### src/rtl/f36_ll8_bridge_pkg.sv
// Shared field layout for the fifo36 word format and the 11-bit LocalLink byte entry.
package f36_ll8_bridge_pkg;

    localparam int unsigned F36_W      = 36;
    localparam int unsigned F36_SOF    = 32;
    localparam int unsigned F36_EOF    = 33;
    localparam int unsigned F36_OCC_LO = 34;
    localparam int unsigned F36_OCC_HI = 35;

    localparam int unsigned LL8_W    = 11;
    localparam int unsigned LL8_DATA = 0;
    localparam int unsigned LL8_SOF  = 8;
    localparam int unsigned LL8_EOF  = 9;
    localparam int unsigned LL8_ERR  = 10;

    // Index of the final valid byte in a word; occupancy 0 means all four bytes.
    function automatic logic [1:0] f36_last_byte(input logic [1:0] occ);
        return (occ == 2'd0) ? 2'd3 : occ - 2'd1;
    endfunction

    function automatic logic [LL8_W-1:0] ll8_pack(input logic [7:0] data, input logic sof,
                                                  input logic eof, input logic err);
        logic [LL8_W-1:0] e;
        e = '0;
        e[LL8_DATA +: 8] = data;
        e[LL8_SOF]       = sof;
        e[LL8_EOF]       = eof;
        e[LL8_ERR]       = err;
        return e;
    endfunction

endpackage

### src/rtl/ll8_sfifo16.sv
// Short synchronous FIFO for LocalLink byte entries; head entry is presented combinationally.
module ll8_sfifo16
    import f36_ll8_bridge_pkg::*;
#(
    parameter int unsigned Aw    = 4,
    parameter int unsigned Width = LL8_W
) (
    input  logic             clk_i,
    input  logic             rst_ni,
    input  logic             clear_i,
    input  logic [Width-1:0] data_i,
    input  logic             src_rdy_i,
    output logic             dst_rdy_o,
    output logic [Width-1:0] data_o,
    output logic             src_rdy_o,
    input  logic             dst_rdy_i
);

    localparam int unsigned Depth = 1 << Aw;

    logic [Width-1:0] mem_q [Depth];
    logic [Aw-1:0]    wr_ptr_q, wr_ptr_d;
    logic [Aw-1:0]    rd_ptr_q, rd_ptr_d;
    logic [Aw:0]      count_q, count_d;
    logic             full, empty, wr_en, rd_en;

    // Count never exceeds Depth, so its MSB alone flags full.
    assign full  = count_q[Aw];
    assign empty = (count_q == '0);
    assign wr_en = src_rdy_i & ~full;
    assign rd_en = dst_rdy_i & ~empty;

    assign dst_rdy_o = ~full;
    assign src_rdy_o = ~empty;
    assign data_o    = empty ? '0 : mem_q[rd_ptr_q];

    always_comb begin
        wr_ptr_d = wr_ptr_q;
        rd_ptr_d = rd_ptr_q;
        count_d  = count_q;
        if (wr_en) wr_ptr_d = wr_ptr_q + 1'b1;
        if (rd_en) rd_ptr_d = rd_ptr_q + 1'b1;
        case ({wr_en, rd_en})
            2'b10:   count_d = count_q + 1'b1;
            2'b01:   count_d = count_q - 1'b1;
            default: count_d = count_q;
        endcase
    end

    always_ff @(posedge clk_i) begin
        if (wr_en) mem_q[wr_ptr_q] <= data_i;
    end

    always_ff @(posedge clk_i or negedge rst_ni) begin
        if (!rst_ni) begin
            wr_ptr_q <= '0;
            rd_ptr_q <= '0;
            count_q  <= '0;
        end else if (clear_i) begin
            wr_ptr_q <= '0;
            rd_ptr_q <= '0;
            count_q  <= '0;
        end else begin
            wr_ptr_q <= wr_ptr_d;
            rd_ptr_q <= rd_ptr_d;
            count_q  <= count_d;
        end
    end

endmodule

### src/rtl/f36_ll8_bridge.sv
// fifo36 <-> LocalLink 8-bit bridge: TX unpacks words into bytes, RX packs bytes into words,
// each path decoupled from the MAC side by a short FIFO.
module f36_ll8_bridge
    import f36_ll8_bridge_pkg::*;
#(
    parameter int unsigned SFIFO_AW = 4
) (
    input  logic        clk,
    input  logic        reset,
    input  logic        clear,

    input  logic [35:0] tx_f36_data,
    input  logic        tx_f36_src_rdy,
    output logic        tx_f36_dst_rdy,
    output logic [7:0]  tx_ll_data,
    output logic        tx_ll_sof,
    output logic        tx_ll_eof,
    output logic        tx_ll_error,
    output logic        tx_ll_src_rdy,
    input  logic        tx_ll_dst_rdy,

    input  logic [7:0]  rx_ll_data,
    input  logic        rx_ll_sof,
    input  logic        rx_ll_eof,
    input  logic        rx_ll_error,
    input  logic        rx_ll_src_rdy,
    output logic        rx_ll_dst_rdy,
    output logic [35:0] rx_f36_data,
    output logic        rx_f36_src_rdy,
    input  logic        rx_f36_dst_rdy
);

    // ---------------- TX: unpack words into the byte FIFO ----------------
    logic [1:0]       bi_q, bi_d;
    logic [1:0]       tx_occ, tx_last;
    logic [7:0]       tx_byte;
    logic             tx_fifo_rdy, tx_wr;
    logic [LL8_W-1:0] tx_entry, tx_head;

    assign tx_occ  = tx_f36_data[F36_OCC_HI:F36_OCC_LO];
    assign tx_last = f36_last_byte(tx_occ);

    always_comb begin
        tx_byte = '0;
        unique case (bi_q)
            2'd0: tx_byte = tx_f36_data[31:24];
            2'd1: tx_byte = tx_f36_data[23:16];
            2'd2: tx_byte = tx_f36_data[15:8];
            2'd3: tx_byte = tx_f36_data[7:0];
        endcase
    end

    // An errored word (SOF and EOF both set) falls out naturally as a one-word packet.
    assign tx_entry = ll8_pack(tx_byte,
                               tx_f36_data[F36_SOF] & (bi_q == 2'd0),
                               tx_f36_data[F36_EOF] & (bi_q == tx_last),
                               1'b0);

    assign tx_wr          = tx_f36_src_rdy & tx_fifo_rdy;
    assign tx_f36_dst_rdy = tx_fifo_rdy & (bi_q == tx_last);

    always_comb begin
        bi_d = bi_q;
        if (tx_wr) bi_d = (bi_q == tx_last) ? 2'd0 : bi_q + 2'd1;
    end

    always_ff @(posedge clk or negedge reset) begin
        if (!reset)     bi_q <= '0;
        else if (clear) bi_q <= '0;
        else            bi_q <= bi_d;
    end

    ll8_sfifo16 #(
        .Aw    (SFIFO_AW),
        .Width (LL8_W)
    ) u_tx_fifo (
        .clk_i     (clk),
        .rst_ni    (reset),
        .clear_i   (clear),
        .data_i    (tx_entry),
        .src_rdy_i (tx_f36_src_rdy),
        .dst_rdy_o (tx_fifo_rdy),
        .data_o    (tx_head),
        .src_rdy_o (tx_ll_src_rdy),
        .dst_rdy_i (tx_ll_dst_rdy)
    );

    assign tx_ll_data  = tx_head[LL8_DATA +: 8];
    assign tx_ll_sof   = tx_head[LL8_SOF];
    assign tx_ll_eof   = tx_head[LL8_EOF];
    assign tx_ll_error = tx_head[LL8_ERR];

    // ---------------- RX: byte FIFO then pack into words ----------------
    logic [LL8_W-1:0] rx_head;
    logic             rx_head_vld, rx_pack_rdy, rx_rd;
    logic [7:0]       rx_byte;
    logic             rx_b_sof, rx_b_eof, rx_b_err;
    logic [31:0]      acc_q, acc_d, acc_new;
    logic [1:0]       cnt_q, cnt_d;
    logic             sof_q, sof_d, first_sof, complete;
    logic             held_q, held_d;
    logic [35:0]      word_q, word_d;

    ll8_sfifo16 #(
        .Aw    (SFIFO_AW),
        .Width (LL8_W)
    ) u_rx_fifo (
        .clk_i     (clk),
        .rst_ni    (reset),
        .clear_i   (clear),
        .data_i    (ll8_pack(rx_ll_data, rx_ll_sof, rx_ll_eof, rx_ll_error)),
        .src_rdy_i (rx_ll_src_rdy),
        .dst_rdy_o (rx_ll_dst_rdy),
        .data_o    (rx_head),
        .src_rdy_o (rx_head_vld),
        .dst_rdy_i (rx_pack_rdy)
    );

    // Packer takes a byte whenever the output word is free or draining this cycle.
    assign rx_pack_rdy = ~held_q | rx_f36_dst_rdy;
    assign rx_rd       = rx_head_vld & rx_pack_rdy;

    assign rx_byte  = rx_head[LL8_DATA +: 8];
    assign rx_b_sof = rx_head[LL8_SOF];
    assign rx_b_eof = rx_head[LL8_EOF];
    assign rx_b_err = rx_head[LL8_ERR];

    assign first_sof = (cnt_q == 2'd0) ? rx_b_sof : sof_q;
    assign complete  = (cnt_q == 2'd3) | rx_b_eof | rx_b_err;

    always_comb begin
        acc_new = (cnt_q == 2'd0) ? '0 : acc_q;
        unique case (cnt_q)
            2'd0: acc_new[31:24] = rx_byte;
            2'd1: acc_new[23:16] = rx_byte;
            2'd2: acc_new[15:8]  = rx_byte;
            2'd3: acc_new[7:0]   = rx_byte;
        endcase
    end

    always_comb begin
        acc_d  = acc_q;
        cnt_d  = cnt_q;
        sof_d  = sof_q;
        held_d = held_q;
        word_d = word_q;
        if (held_q & rx_f36_dst_rdy) held_d = 1'b0;
        if (rx_rd) begin
            if (complete) begin
                word_d[31:0] = acc_new;
                if (rx_b_err) begin
                    word_d[35:32] = 4'b0011;
                end else if (rx_b_eof) begin
                    // Byte count mod 4 is exactly the occupancy code.
                    word_d[35:32] = {cnt_q + 2'd1, 1'b1, first_sof};
                end else begin
                    word_d[35:32] = {2'b00, 1'b0, first_sof};
                end
                held_d = 1'b1;
                cnt_d  = '0;
                sof_d  = 1'b0;
            end else begin
                acc_d = acc_new;
                cnt_d = cnt_q + 2'd1;
                sof_d = first_sof;
            end
        end
    end

    always_ff @(posedge clk or negedge reset) begin
        if (!reset) begin
            acc_q  <= '0;
            cnt_q  <= '0;
            sof_q  <= 1'b0;
            held_q <= 1'b0;
            word_q <= '0;
        end else if (clear) begin
            acc_q  <= '0;
            cnt_q  <= '0;
            sof_q  <= 1'b0;
            held_q <= 1'b0;
            word_q <= '0;
        end else begin
            acc_q  <= acc_d;
            cnt_q  <= cnt_d;
            sof_q  <= sof_d;
            held_q <= held_d;
            word_q <= word_d;
        end
    end

    assign rx_f36_data    = word_q;
    assign rx_f36_src_rdy = held_q;

endmodule

### config.mk
export PLATFORM = sky130hd
export DESIGN_NAME = f36_ll8_bridge
export DESIGN_NICKNAME = d
export VERILOG_FILES = /design/src/rtl/f36_ll8_bridge_pkg.sv /design/src/rtl/ll8_sfifo16.sv /design/src/rtl/f36_ll8_bridge.sv
export SDC_FILE = /design/constraint.sdc
export NUM_CORES = 1
export LEC_CHECK = 0
export ABC_AREA = 1
export BUFFER_PORTS_ARGS = -buffer_cell sky130_fd_sc_hd__buf_4
export CORE_ASPECT_RATIO = 0.75
export CORE_MARGIN = 8
export CORE_UTILIZATION = 50
export CTS_CLUSTER_SIZE = 28
export DETAILED_ROUTE_END_ITERATION = 8
export GPL_ROUTABILITY_DRIVEN = 0
export GPL_TIMING_DRIVEN = 0
export HOLD_SLACK_MARGIN = 0.08
export PLACE_DENSITY = 0.67
export RECOVER_POWER = 25
export SETUP_SLACK_MARGIN = 0.02
export SYNTH_ARGS = -nofsm -noshare
export SYNTH_HDL_FRONTEND = slang
export SYNTH_HIERARCHICAL = 1
export SYNTH_SLANG_ARGS = --single-unit
### constraint.sdc
create_clock -name clk -period 2.8 [get_ports clk]
set_input_delay 0.14 -clock clk [delete_from_list [all_inputs] [get_ports clk]]
set_output_delay 0.14 -clock clk [all_outputs]
set_load 0.01 [all_outputs]
== Word level (Yosys, flattened, before mapping) ==
Memory sizes are Yosys's and may differ from the RTL's.
Cells that the tools add are included.

* Input bits: 54
* Word-level logic and storage cells: 114
* Bits in writable memories: 336
* Output and inout port bits: 51
* Flip-flop bits (word level): 100
* Memories: 2

* Bitwise gates (word level): 16
* Add/subtract/negate cells: 11
* Eq/ne operators: 12
* Muxes and demuxes: 47
* Reduce and logical (&&, ||, !) cells: 14

{| class="wikitable"
|+ Memories
! memory !! words !! width !! rd ports !! clocked after Yosys merged registers in !! wr ports !! line !! RTL
|-
| u_rx_fifo.mem_q || 16 || 11 || 1 || 0 || 1 || ll8_sfifo16.sv:21 || <nowiki>logic [Width-1:0] mem_q [Depth];</nowiki>
|-
| u_tx_fifo.mem_q || 16 || 10 || 1 || 0 || 1 || ll8_sfifo16.sv:21 ||
|}

{| class="wikitable"
|+ Operator list
! cell !! number
|-
| two-way mux 32 bit || 4
|-
| two-way mux 36 bit || 3
|-
| two-way mux 4 bit || 10
|-
| two-way mux 8 bit || 4
|-
| one-hot mux 8 bit (4 select lines) || 1
|-
| two-way mux 11 bit || 2
|-
| one-hot mux 5 bit (2 select lines) || 2
|-
| adder 4 x 1 -> 4 bit (second input constant) || 4
|-
| two-way mux 2 bit || 7
|-
| == test 2 bit (second input constant) || 6
|-
| two-way mux 1 bit || 12
|-
| adder 5 x 1 -> 5 bit (second input constant) || 2
|-
| zero test 5 bit || 2
|-
| two-way mux 5 bit || 2
|-
| nonzero test 2 bit || 5
|-
| subtractor 5 x 1 -> 5 bit (second input constant) || 2
|-
| AND 1 bit || 8
|-
| == test 2 x 1 -> 1 bit (second input constant) || 4
|-
| zero test 2 bit || 3
|-
| nonzero test 3 bit || 2
|-
| NOT 1 bit || 5
|-
| adder 2 x 1 -> 2 bit (second input constant) || 2
|-
| AND reduction 2 bit || 2
|-
| OR 1 bit || 3
|-
| 3 further kinds || 3
|}

== Depth between registers and ports, before layout ==
* Depth in word-level cells: 8
* Depth in mapped cells: 15
* Mapped depth without buffers: 14

== By module ==
Netlist, hierarchy kept.

{| class="wikitable"
|+ Modules (own cells, without submodules)
! module !! instances !! area an instance (um2) !! cells an instance !! seq. area each (um2)
|-
| ll8_sfifo16 || 2 || 7792.5 || 615 || 5610.4
|-
| f36_ll8_bridge || 1 || 4023.9 || 560 || 1851.8
|}

== Worst setup path before layout ==
OpenSTA, ideal clock, no wires.

* Path kind: flip-flop to flip-flop
* Start point: register u_rx_fifo.rd_ptr_q[0]
* End point: register acc_q[16]
* Library setup time: 117 ps
* Cell stages (with the launch flop): 16
* Clock period less this slack: 2032 ps
* Buffers on the path: 3
* Setup slack: 768 ps
* Required time: 2683 ps
* Arrival time: 1915 ps
* Path through: dfrtp_1 -> buf_6 -> buf_6 -> o21ai_1 -> nor2_1 -> a21oi_1 -> a21oi_1 -> o21ai_1 -> a21oi_1 -> nor2_2 -> nand2_2 -> nand2_2 -> nand2_2 -> buf_4 -> nand2_1 -> nand2_1

* Cells in the longest elaborated chain, start to end: 6
* Elaborated cells on any way between the ends: 10
* Classes of those cells: 1 x eq/ne; 5 x mux; 2 x bitwise; 1 x reduce/logical; 1 x memory

{| class="wikitable"
|+ RTL lines
! item !! line !! RTL
|-
| from (decl) || ll8_sfifo16.sv:23 || <nowiki>logic [Aw-1:0] rd_ptr_q, rd_ptr_d;</nowiki>
|-
| from (signal assigned) || ll8_sfifo16.sv:65 || <nowiki>rd_ptr_q <= rd_ptr_d;</nowiki>
|-
| memory (16 x 11 bit) || -- ||
|-
| two-way mux 11 bit || ll8_sfifo16.sv:35 || <nowiki>assign data_o = empty ? '0 : mem_q[rd_ptr_q];</nowiki>
|-
| named net rx_head[9] || f36_ll8_bridge.sv:94 || <nowiki>logic [LL8_W-1:0] rx_head;</nowiki>
|-
| OR 1 bit (2 in a row) || f36_ll8_bridge.sv:129 || <nowiki>assign complete = (cnt_q == 2'd3) | rx_b_eof | rx_b_err;</nowiki>
|-
| inequality test 2 bit (no source line) || -- ||
|-
| AND reduction 2 bit (no source line) || -- ||
|-
| to (signal assigned) || f36_ll8_bridge.sv:172 || <nowiki>acc_q <= '0;</nowiki>
|-
| to (signal assigned) || f36_ll8_bridge.sv:178 || <nowiki>acc_q <= '0;</nowiki>
|-
| to (signal assigned) || f36_ll8_bridge.sv:184 || <nowiki>acc_q <= acc_d;</nowiki>
|-
| to (decl) || f36_ll8_bridge.sv:98 || <nowiki>logic [31:0] acc_q, acc_d, acc_new;</nowiki>
|}

The timed path passes the listed nets, and every way through them passes these cells. The select of a mux whose other input is x is not followed.
A chain may end at the register's enable or synchronous reset.

==> results summary <==
The pre-antenna-repair detailed-routing pass consisted of 6 iterations. The placed wire-length estimate after detailed placement is about 38 mm. The power after layout came out at 22.2 mW. The destination of the worst register-to-register timing path is acc_q[26]. Clock latency on the worst-skew pair, taken at its later pin, is roughly 0.57 ns. The number of antenna violations at the first check in global routing came to 0. Cells with a size suffix above 1 make up 14.0% of the layout.

The kind of launch point of the worst setup path is a flip-flop. Sequential cells were found to cover about two thirds of the synthesized design area. Of the total power, the share spent switching nets is between 30% and 40%. The average wire length per cell after detail routing came out at 22.8 µm.

The sum of overflow across all layers after global routing is 0. The static power due to leakage is 8.82 nW. Combinational cells account for between 30% and 40% of the total power.

The number of I/O port buffers is 104. The layout has 3213 filler cells. The H-tree was split into 2 levels. The switching power is 8.48 mW. The combined area of the multi-input logic cells is 0.00585 mm². The synthesized netlist contains 33 unique library cells. The overall die area is roughly 0.046 mm².

The setup-violating endpoint count in the final report is 0. The via count of the first global-routing pass was 14.5k. The portion of synthesized cell area occupied by the leading cell type came out at 53.9%. The count of nets left with antenna violations once routing finished came out at 0. The critical-path maximum fanout came out at 10. By startpoint and endpoint, the worst setup path is classified as reg -> out. The detailed router's first-iteration violation count came out at between 1.5k and 2k. The final antenna diode count came out at 0. The slew at the pin closest to its max-slew limit came out at 1.65 ns. The final wirelength is 57.4 mm.

The number of max-cap violations came out at 1. The checks that failed: capacitance limit, slew limit. The met3 routed wirelength is between 5 and 6 mm.

The number of clock sinks is ~450. STA puts the critical path data required time at 2.66 ns. Traced cell by cell, the critical path runs through buf_2 > clkbuf_1 > o221ai_1 > nand3_1 > a21oi_1 > buf_4.

The core utilization of the finished layout is 59.3%. Routed signal wires occupy layers up through met4. The post-synthesis instance area came out at 0.0196 mm². Dividing the final minimum period by the clock period gives a little over nine tenths. The growth of design area from synthesis to finish came out at 16.3%. Of all cell types, the one taking the most synthesized area is edfxtp_1.

The post-route DRC violation count came out at 0. Following the worst setup path forward leads to its endpoint at tx_ll_error. In this run the worst setup path begins at u_tx_fifo/rd_ptr_q[2]. Sorting the synthesized cells by area gives the leading types as edfxtp_1 54%, dfrtp_1 13%, nand2_1 5.8%. The achievable clock frequency is 363 MHz.

The largest single stage delay on the critical path is 0.58 ns. For the final database, setup skew stands at 0.0420 ns. After clock tree synthesis, the clock-pin slew on the worst setup and hold paths is 0.06 ns.

The power density over the cells came out at 972 mW/mm². The via-per-instance ratio is 5.93. The root buffer cell chosen for the clock tree is clkbuf_16. The worst reg-to-reg setup slack is 0.15 ns.

The global-route wire length before repair came out at 86.8 mm. After detailed routing, the met2 layer carries 25.2 mm of wire. The die extent in y came out at 188 µm. The CTS tree is yes.

The total number of placement rows came out at 62. The number of synthesis warnings came out at 6. At the end of the flow, the number of nets in the layout was 2055. The number of ports placed on the die boundary is 105.

The met1 routed wirelength after detailed routing is 24.6 mm. The cell count after synthesis is 1790. The sequential fraction of design power came out at 37.5%. The synthesized area per cell is between 10 and 15 µm². The final critical-path required period is 2.75 ns. The element type at the critical path end is an output pin. The source of the worst register-to-register timing path is u_rx_fifo/rd_ptr_q[3]. The maximum clock path buffer count is 3. The total via count in the routed design is roughly 15k. The starting density of the core is about half.

The flow ran to the end, but the final reports show violations. The cell count of the worst reg-to-reg path is 11. The overall global routing resource usage is 24.3%. The CTS buffer count is 44. The largest net degree at the start of global routing is between 100 and 150. The arrival time at the worst endpoint came out at 2.61 ns. The maximum resistive drop on vdd is 0.517 mV. The die outline width is ~240 µm. The core region area is 0.0385 mm². The worst hold path belongs to the class in -> reg. The storage element area is 0.0131 mm².

The count of final hold-check violations is 0. The highest-delay cell along the critical path is clkbuf_1. The number of register bits inferred by synthesis is 452.

The final-report max-slew violation count is 28. The headroom to the max-slew limit is -10.1%. The clock share of power came out at 26.2%. The internal portion of total power came out at about 14 mW.
==> power by group through the flow <==
stage	clock [mW]	sequential (mW)	combinational [mW]
after global routing	6.13	8.36	8.72
after CTS	5.86	8.30	7.88
after floorplan	0	8.41	4.72
after global placement	0	8.43	7.53
after detailed placement	0	8.43	7.78
final	5.80	8.30	8.06
==> synth_stat cells <==
| cell | instances |
|---|---|
| edfxtp_1 | 352 |
| nand2_1 | 303 |
| nor2_1 | 281 |
| o21ai_0 | 168 |
| nand3_1 | 119 |
| dfrtp_1 | 100 |
| a21oi_1 | 86 |
| inv_1 | 68 |
| o221ai_1 | 68 |
| buf_2 | 49 |
| o21ai_1 | 36 |
| ha_1 | 23 |
| buf_4 | 20 |
| clkbuf_1 | 20 |
| o22ai_1 | 14 |
| inv_2 | 12 |
| nand2_2 | 9 |
| a31oi_1 | 8 |
| buf_6 | 8 |
| clkbuf_2 | 6 |
| nand4_1 | 6 |
| nand3_4 | 5 |
| nor3_1 | 5 |
| a211oi_1 | 4 |
| o21a_1 | 4 |
| buf_1 | 3 |
| nor2_2 | 3 |
| a21oi_4 | 2 |
| clkinv_1 | 2 |
| nand2_4 | 2 |
| o31ai_1 | 2 |
| conb_1 | 1 |
| nor3b_1 | 1 |
==> worst max-delay path, delay by kind of cell, from the launching register on <==
family                 cells  cell delay [ns]
AND/OR/NAND/NOR            1             0.17
flip-flops                 1             0.31
AO/OA/AOI/OAI              2             0.53
buffers and inverters      3             1.05
==> metal layers <==
metal / vias up / track usage (%)
met5: - / 0
met4: 0 / 6.93
met3: 98 / 5.33
met2: 801 / 35.8
met1: 7390 / 36.0
li1: 6673 / -
==> placed cells by master (no fill, tap or decap), types with 59 or more instances in the layout <==
cell | synthesis | layout
a21oi_1 | 86 | 83
buf_4 | 20 | 90
dfrtp_1 | 100 | 99
edfxtp_1 | 352 | 352
inv_1 | 68 | 67
nand2_1 | 303 | 305
nand3_1 | 119 | 119
nor2_1 | 281 | 281
o21ai_0 | 168 | 168
o221ai_1 | 68 | 59
==> timing repair <==
item / in CTS / in global routing
setup buffers: 0 / 0
hold endpoints to repair: 287 / 27
gates resized for setup: 13 / 28
hold buffers: 18 / 1
setup endpoints to repair: 162 / 89
==> flip-flops by register name (all words and copies together) (netlist names), 4 cells and up <==
name                flops
acc_q                  32
u_tx_fifo/rd_ptr_q      4
rx_f36_data            36
u_rx_fifo/wr_ptr_q      4
u_rx_fifo/count_q       5
u_tx_fifo/mem_q       176
u_tx_fifo/count_q       5
u_rx_fifo/rd_ptr_q      4
u_rx_fifo/mem_q       176
u_tx_fifo/wr_ptr_q      4
==> worst min-delay path by stage <==
stage / from / end / slack, ns / cells past startpoint
after floorplan: reset / acc_q[0] / -0.16 / 0
after global placement: rx_ll_data[4] / u_rx_fifo/mem_q[0][4] / 0.45 / 1
after detailed placement: acc_q[24] / acc_q[24] / 0.46 / 2
after CTS: tx_f36_data[35] / bi_q[1] / 0.12 / 6
after global routing: tx_f36_data[35] / bi_q[1] / 0.16 / 6
final: tx_f36_data[35] / bi_q[1] / 0.16 / 6
==> cell type report <==
class | instances | share of cell area, %
flip-flops and latches | 452 | 57.3
plain buffers | 105 | 2.73
clock inverters | 16 | 0.631
clock buffers | 62 | 5.43
repair buffers | 128 | 4.03
inverters | 82 | 1.38
well taps | 512 | 2.81
multi-input cells | 1165 | 25.6
==> cells by family after synthesis <==
group	count (synthesis)	share of synthesized area (%)
compound gates	392	11.7
flops	452	66.7
fa+ha+maj	23	1.47
other cells	1	0.0191
simple gates	734	15.5
buf+inv	188	4.64
==> per-stage QoR <==
stage	instance area, µm²	hold slack, ns	cells	setup TNS [ns]	worst slack (ns)
3_5_place_dp	21200	0.460	2425	-37.78	-0.666
2_1_floorplan	19700	-0.156	1805	0	0.768
5_1_grt	22800	0.163	2522	-0.00125	-0.00125
6_report	22800	0.155	2522	0	0.0462
3_3_place_gp	21100	0.452	2421	-103.14	-1.02
4_1_cts	22800	0.124	2520	0	0.0508
Power figures use the tool's default switching activity.
